[src/rtl/alu_seq64_if.sv]
// alu_seq64 bus: request/response side plus the shared 32-bit ALU side.
// Width32 only exists when ALU_SEQ_BYPASS32_EN is defined.
interface alu_seq64_if;
    logic        Start;
    logic [1:0]  Op;
    logic [63:0] OpA;
    logic [63:0] OpB;
`ifdef ALU_SEQ_BYPASS32_EN
    logic        Width32;
`endif
    logic        Busy;
    logic        Done;
    logic [63:0] Result;
    logic [3:0]  Flags;
    logic [31:0] Src_A;
    logic [31:0] Src_B;
    logic        C_Flag;
    logic        shifter_carry_out;
    logic [3:0]  ALUControl;
    logic [31:0] ALUResult;
    logic [3:0]  ALUFlags;

    modport slave (
`ifdef ALU_SEQ_BYPASS32_EN
        input  Width32,
`endif
        input  Start, Op, OpA, OpB, ALUResult, ALUFlags,
        output Busy, Done, Result, Flags,
        output Src_A, Src_B, C_Flag, shifter_carry_out, ALUControl
    );

    modport master (
`ifdef ALU_SEQ_BYPASS32_EN
        output Width32,
`endif
        output Start, Op, OpA, OpB, ALUResult, ALUFlags,
        input  Busy, Done, Result, Flags,
        input  Src_A, Src_B, C_Flag, shifter_carry_out, ALUControl
    );
endinterface

[src/rtl/alu_seq64.sv]
// 64-bit ADD/SUB/RSB/CMP sequencer driving a shared 32-bit ALU in two passes.
// Optional ALU_SEQ_BYPASS32_EN adds a single-pass 32-bit mode (Width32).
module alu_seq64 #(
    parameter bit DONE_STICKY = 1'b0
) (
    input logic CLK,
    input logic RESET,
    alu_seq64_if.slave bus
);
    typedef enum logic [1:0] {IDLE, LO, HI, FIN} state_t;

    state_t      state;
    logic [31:0] a_hi, b_hi;
    logic [1:0]  op_q;
    logic        w32_q;
    logic [31:0] lo_res;
    logic        lo_c, lo_z;

    logic        busy_q, done_q, c_flag_q;
    logic [63:0] result_q;
    logic [3:0]  flags_q, ctl_q;
    logic [31:0] src_a_q, src_b_q;
    logic        w32_in;

`ifdef ALU_SEQ_BYPASS32_EN
    assign w32_in = bus.Width32;
`else
    assign w32_in = 1'b0;
`endif

    // Low-pass opcode; the high pass is the same code with the carry-in bit set.
    function automatic logic [3:0] base_ctl(input logic [1:0] op);
        case (op)
            2'b00:   base_ctl = 4'b0000;
            2'b10:   base_ctl = 4'b1000;
            default: base_ctl = 4'b0010;
        endcase
    endfunction

    always_ff @(posedge CLK) begin
        if (RESET) begin
            state    <= IDLE;
            a_hi     <= '0;
            b_hi     <= '0;
            op_q     <= '0;
            w32_q    <= 1'b0;
            lo_res   <= '0;
            lo_c     <= 1'b0;
            lo_z     <= 1'b0;
            busy_q   <= 1'b0;
            done_q   <= 1'b0;
            result_q <= '0;
            flags_q  <= '0;
            src_a_q  <= '0;
            src_b_q  <= '0;
            c_flag_q <= 1'b0;
            ctl_q    <= '0;
        end else begin
            unique case (state)
                IDLE: begin
                    if (bus.Start) begin
                        state    <= LO;
                        a_hi     <= bus.OpA[63:32];
                        b_hi     <= bus.OpB[63:32];
                        op_q     <= bus.Op;
                        w32_q    <= w32_in;
                        busy_q   <= 1'b1;
                        done_q   <= 1'b0;
                        src_a_q  <= bus.OpA[31:0];
                        src_b_q  <= bus.OpB[31:0];
                        c_flag_q <= 1'b0;
                        ctl_q    <= base_ctl(bus.Op);
                    end
                end
                LO: begin
                    lo_res <= bus.ALUResult;
                    lo_c   <= bus.ALUFlags[1];
                    lo_z   <= bus.ALUFlags[2];
                    if (w32_q) begin
                        state    <= FIN;
                        busy_q   <= 1'b0;
                        done_q   <= 1'b1;
                        flags_q  <= bus.ALUFlags;
                        if (op_q != 2'b11)
                            result_q <= {32'h0, bus.ALUResult};
                        src_a_q  <= '0;
                        src_b_q  <= '0;
                        c_flag_q <= 1'b0;
                        ctl_q    <= '0;
                    end else begin
                        state    <= HI;
                        src_a_q  <= a_hi;
                        src_b_q  <= b_hi;
                        c_flag_q <= bus.ALUFlags[1];
                        ctl_q    <= base_ctl(op_q) | 4'b0001;
                    end
                end
                HI: begin
                    state    <= FIN;
                    busy_q   <= 1'b0;
                    done_q   <= 1'b1;
                    flags_q  <= {bus.ALUFlags[3],
                                 bus.ALUFlags[2] & lo_z,
                                 bus.ALUFlags[1],
                                 bus.ALUFlags[0]};
                    if (op_q != 2'b11)
                        result_q <= {bus.ALUResult, lo_res};
                    src_a_q  <= '0;
                    src_b_q  <= '0;
                    c_flag_q <= 1'b0;
                    ctl_q    <= '0;
                end
                FIN: begin
                    state <= IDLE;
                    if (!DONE_STICKY)
                        done_q <= 1'b0;
                end
            endcase
        end
    end

    assign bus.Busy              = busy_q;
    assign bus.Done              = done_q;
    assign bus.Result            = result_q;
    assign bus.Flags             = flags_q;
    assign bus.Src_A             = src_a_q;
    assign bus.Src_B             = src_b_q;
    assign bus.C_Flag            = c_flag_q;
    assign bus.shifter_carry_out = 1'b0;
    assign bus.ALUControl        = ctl_q;
endmodule

[src/flat_wrapper.sv]
// flat-port wrapper written by rule: the top's interface ports become plain ports
module alu_seq64_flat 
#(
    parameter bit DONE_STICKY = 1'b0
)
  (CLK, RESET, bus_Start, bus_Op, bus_OpA, bus_OpB, bus_ALUResult, bus_ALUFlags, bus_Busy, bus_Done, bus_Result, bus_Flags, bus_Src_A, bus_Src_B, bus_C_Flag, bus_shifter_carry_out, bus_ALUControl);
  alu_seq64_if bus_i ();
  input logic CLK;
  input logic RESET;
  input wire logic [$bits(bus_i.Start)-1:0] bus_Start;
  input wire logic [$bits(bus_i.Op)-1:0] bus_Op;
  input wire logic [$bits(bus_i.OpA)-1:0] bus_OpA;
  input wire logic [$bits(bus_i.OpB)-1:0] bus_OpB;
  input wire logic [$bits(bus_i.ALUResult)-1:0] bus_ALUResult;
  input wire logic [$bits(bus_i.ALUFlags)-1:0] bus_ALUFlags;
  output wire logic [$bits(bus_i.Busy)-1:0] bus_Busy;
  output wire logic [$bits(bus_i.Done)-1:0] bus_Done;
  output wire logic [$bits(bus_i.Result)-1:0] bus_Result;
  output wire logic [$bits(bus_i.Flags)-1:0] bus_Flags;
  output wire logic [$bits(bus_i.Src_A)-1:0] bus_Src_A;
  output wire logic [$bits(bus_i.Src_B)-1:0] bus_Src_B;
  output wire logic [$bits(bus_i.C_Flag)-1:0] bus_C_Flag;
  output wire logic [$bits(bus_i.shifter_carry_out)-1:0] bus_shifter_carry_out;
  output wire logic [$bits(bus_i.ALUControl)-1:0] bus_ALUControl;
  assign bus_i.Start = bus_Start;
  assign bus_i.Op = bus_Op;
  assign bus_i.OpA = bus_OpA;
  assign bus_i.OpB = bus_OpB;
  assign bus_i.ALUResult = bus_ALUResult;
  assign bus_i.ALUFlags = bus_ALUFlags;
  assign bus_Busy = bus_i.Busy;
  assign bus_Done = bus_i.Done;
  assign bus_Result = bus_i.Result;
  assign bus_Flags = bus_i.Flags;
  assign bus_Src_A = bus_i.Src_A;
  assign bus_Src_B = bus_i.Src_B;
  assign bus_C_Flag = bus_i.C_Flag;
  assign bus_shifter_carry_out = bus_i.shifter_carry_out;
  assign bus_ALUControl = bus_i.ALUControl;
  alu_seq64 #(.DONE_STICKY(DONE_STICKY)) u_core (.CLK(CLK), .RESET(RESET), .bus(bus_i));
endmodule
[config.mk]
export PLATFORM = sky130hd
export DESIGN_NAME = alu_seq64_flat
export DESIGN_NICKNAME = d
export VERILOG_FILES = /design/src/rtl/alu_seq64_if.sv /design/src/rtl/alu_seq64.sv /design/src/flat_wrapper.sv
export SDC_FILE = /design/constraint.sdc
export NUM_CORES = 1
export LEC_CHECK = 0
export ABC_AREA = 1
export CAP_MARGIN = 20
export CORE_UTILIZATION = 30
export DETAILED_ROUTE_END_ITERATION = 8
export PLACE_DENSITY = 0.65
export SYNTH_ARGS = -nofsm -noshare
export SYNTH_HDL_FRONTEND = slang
export SYNTH_SLANG_ARGS = --single-unit
[constraint.sdc]
create_clock -name CLK -period 1.5 [get_ports CLK]
set_input_delay 0.45 -clock CLK [delete_from_list [all_inputs] [get_ports CLK]]
set_output_delay 0.45 -clock CLK [all_outputs]
set_load 0.005 [all_outputs]
==> summary by stage <==
Timing
The final hold slack is 444 ps. The clock period could shrink to 1450 ps. The setup total negative slack is 0 ps. The ratio of final minimum period to clock period is 96.7%. Timing would allow up to 0.690 GHz. The final max-slew violation count was 0. The final-report hold violation count is 0. Clock skew on the completed layout was measured at 12.4 ps.

The total setup violations reported at the end of the flow is 0.

Worst setup path
The critical path buffer and inverter count is 1. The launch instance of the worst register-to-register path is u_core.state[0]. The endpoint identified for the worst register-to-register timing path is u_core.bus.Src_B[28].

The setup slack of the worst register-to-register path is 70 ps. The origin of the worst setup path is u_core.bus.ALUControl[3]. The signal arrival time at the worst endpoint is 1000 ps.

The path type of the worst setup path is flip-flop to primary output. The worst setup path is captured at a primary output. Of all nets on the critical path, the largest fanout is 2. The signal on the critical path passes through buf_4. The longest individual stage delay on the worst path is 330 ps.

The top cell family by delay on the critical path is flip-flops. The kind of launch point of the worst setup path is a flip-flop. The path depth of the worst reg2reg path is 8.

The slowest stage of the critical path belongs to the cell sky130_fd_sc_hd__dfxtp_1. At the worst endpoint, the required time is 1050 ps.

Clock tree
Counting every sink on the clock net gives about 240. Counting the buffers created by CTS gives 29. The number of levels the H-tree was split into is 1. The post-cts hold buffer count is 0. The CTS tree is done. The CTS root buffer is sky130_fd_sc_hd__clkbuf_16. The clock passes through at most 3 buffers. Clock latency on the worst-skew pair, taken at its later pin, is 540 ps. Clock-pin slew was measured on the worst setup and hold paths at 60 ps.

Finish
The final net count is around 1.8k. The count of cells in the finished layout, fillers not included, comes to roughly 2.1k. In the final layout, the share of cells above drive strength 1 is between 20% and 30%.

From synthesis to final layout, the design area changed by 46.5%. In the layout the commonest cells are sky130_fd_sc_hd__nor2_1 (349), sky130_fd_sc_hd__nand2_1 (213), sky130_fd_sc_hd__o21ai_0 (175). The most common cell after layout, fill and taps aside is sky130_fd_sc_hd__nor2_1.

Placement
The placed instance count is 2,015. The routability-driven placement congestion ratio is 0.820. The wire-length estimate of the detail-placed layout is 19.8 mm. During placement, the flow inserted port buffers numbering roughly 310.

Floorplanning
The x dimension of the die is 180 um. The starting density of the core is 30.8%. The floorplan step defined a core boundary enclosing 30,800 sq um. Measured along the y axis, the die boundary spans around 180 um.

309 I/O pins were placed. The number of rows in the core area is 64. The area of the die is 32,300 sq um.

GRT
Summed over all layers, the global routing overflow is 0. Entering global routing, the biggest net connects between 80 and 90 pins. The number of antenna violations at the first check in global routing is 3. The via count of the first global-routing pass is 8,711. The total global-route track usage is 17.2%.

The first-pass GRT wire length is about 45 mm.

Logic synthesis
After technology mapping, the gate count stands at 1,349. Synthesis inferred 239 register bits. The proportion of register bits with asynchronous set or reset after synthesis is 0%.

The number of different library cells used by synthesis comes to 21. The number of enable flip-flop cells after synthesis is 0. The share of the Yosys chip area taken by registers is roughly half.

The number of warnings issued by yosys is 0. In this run the mean area of a mapped cell was 7.03 sq um. The mapped netlist covers 9480 sq um. The most frequently used flop master after synthesis is sky130_fd_sc_hd__dfxtp_1.

Run status
The run finished, with violations left. The final reports fail on DRC.

Drt
The total wire length after detailed routing is just under 30 mm. In the final routed layout, each cell accounts on average for 14.2 um. The initial DRC count is 541. The final routed DRC violation total is 23. Dividing the detail-routed via count by the number of cells gives 4.45.

The first-pass iteration count of the detailed router is 9. The via count is 9,264. Once detail routing completed, the nets flagged for antenna violations numbered 0.

Hold path
The cell depth of the worst hold path is 2. The type of the tightest min-delay check is flip-flop to flip-flop. The worst hold path begins at u_core.b_hi[26]. The end point of the most critical hold path is u_core.b_hi[26].

Power and ir drop
The power density relative to cell area is 2070 nW/um^2. The total leakage power is around 6.3 nW. The worst ir drop on vdd is 863 uV. The overall power is 28.8 mW.

Flow run
Across the run, the number of max-cap violations was 0.
==> power breakdown <==
part	internal (mW)	switching (mW)	total, mW
clock network	4.52	2.80	7.32
registers	8.87	0.982	9.85
logic	4.96	6.68	11.6
==> cells by family (layout without fill, tap and decap cells) <==
logic type                 after synthesis  in the layout  share of synthesized area [%]
and+or+nand+nor                        571            572                           22.8
AOI/OAI and AO/OA                      298            298                           15.7
DFF                                    239            239                           50.5
buffers and inverters                  234            564                           10.2
adders and majority gates                6              6                          0.792
other                                    1              5                         0.0396
==> layer usage <==
| metal | vias to the layer above | routed length, um | track usage (%) |
|---|---|---|---|
| met5 | - | 0 | 0 |
| met4 | 0 | 749 | 6.21 |
| met3 | 40 | 1960 | 3.59 |
| met2 | 265 | 13800 | 29.5 |
| met1 | 4164 | 13000 | 21.1 |
| li1 | 4795 | - | - |
==> cells in the mapped netlist, types with 2 or more instances <==
cell	instances	share of area [%]
sky130_fd_sc_hd__nand3_1	2	0.11
sky130_fd_sc_hd__o21ai_0	186	9.8
sky130_fd_sc_hd__clkbuf_2	4	0.21
sky130_fd_sc_hd__buf_4	2	0.16
sky130_fd_sc_hd__ha_1	6	0.79
sky130_fd_sc_hd__o21ai_1	45	2.4
sky130_fd_sc_hd__nand2_2	2	0.13
sky130_fd_sc_hd__inv_2	4	0.16
sky130_fd_sc_hd__nor2_1	349	14
sky130_fd_sc_hd__nand2_1	215	8.5
sky130_fd_sc_hd__inv_1	140	5.5
sky130_fd_sc_hd__buf_2	41	2.2
sky130_fd_sc_hd__clkbuf_1	38	1.5
sky130_fd_sc_hd__a21oi_1	67	3.5
sky130_fd_sc_hd__dfxtp_1	239	50
sky130_fd_sc_hd__buf_1	2	0.079
sky130_fd_sc_hd__buf_6	3	0.36
==> what timing repair did <==
action | in CTS | in global routing
setup buffers | 5 | 0
pin swaps | 0 | 2
setup endpoints to repair | 141 | 132
resized for setup | 653 | 41
gates cloned | 0 | 4
==> how the worst max path moves through the flow <==
stage,end,cells past startpoint,slack [ps]
finish,bus_ALUControl[3],1,50
global route,u_core.bus.Src_A[6],7,-0.09
CTS,u_core.bus.Src_B[29],7,2
detailed placement,u_core.bus.Src_A[20],8,-300
global placement,u_core.a_hi[25],5,-280
floorplan,u_core.bus.Src_B[13],8,20
==> state kept, by name, summed over array words and instances, names as in the netlist, 3 cells and up <==
register and count:
u_core.a_hi 32, u_core.b_hi 32, u_core.bus.ALUControl 3, u_core.bus.Flags 4, u_core.bus.Result 64, u_core.bus.Src_A 32
u_core.bus.Src_B 32, u_core.lo_res 32
==> metrics by stage <==
step	instance area, sq um	util [%]	worst slack, ps
finish	13900	45.0	50.2
CTS	13700	44.5	1.90
detailed placement	13200	42.9	-296
global route	13900	45.0	-0.0910
global placement	13200	42.9	-276
floorplan	9500	-	24.3
==> layout make-up <==
class	instances	area (sq um)
fillers	3105	16900
flip-flops and latches	239	4910
multi-input cells	878	3820
repair buffers	367	3090
clock buffers	38	820
inverters	144	551
well taps	396	495
clock inverters	15	186
diodes	3	7.51
Note: power is estimated with default switching activity, not from simulation.
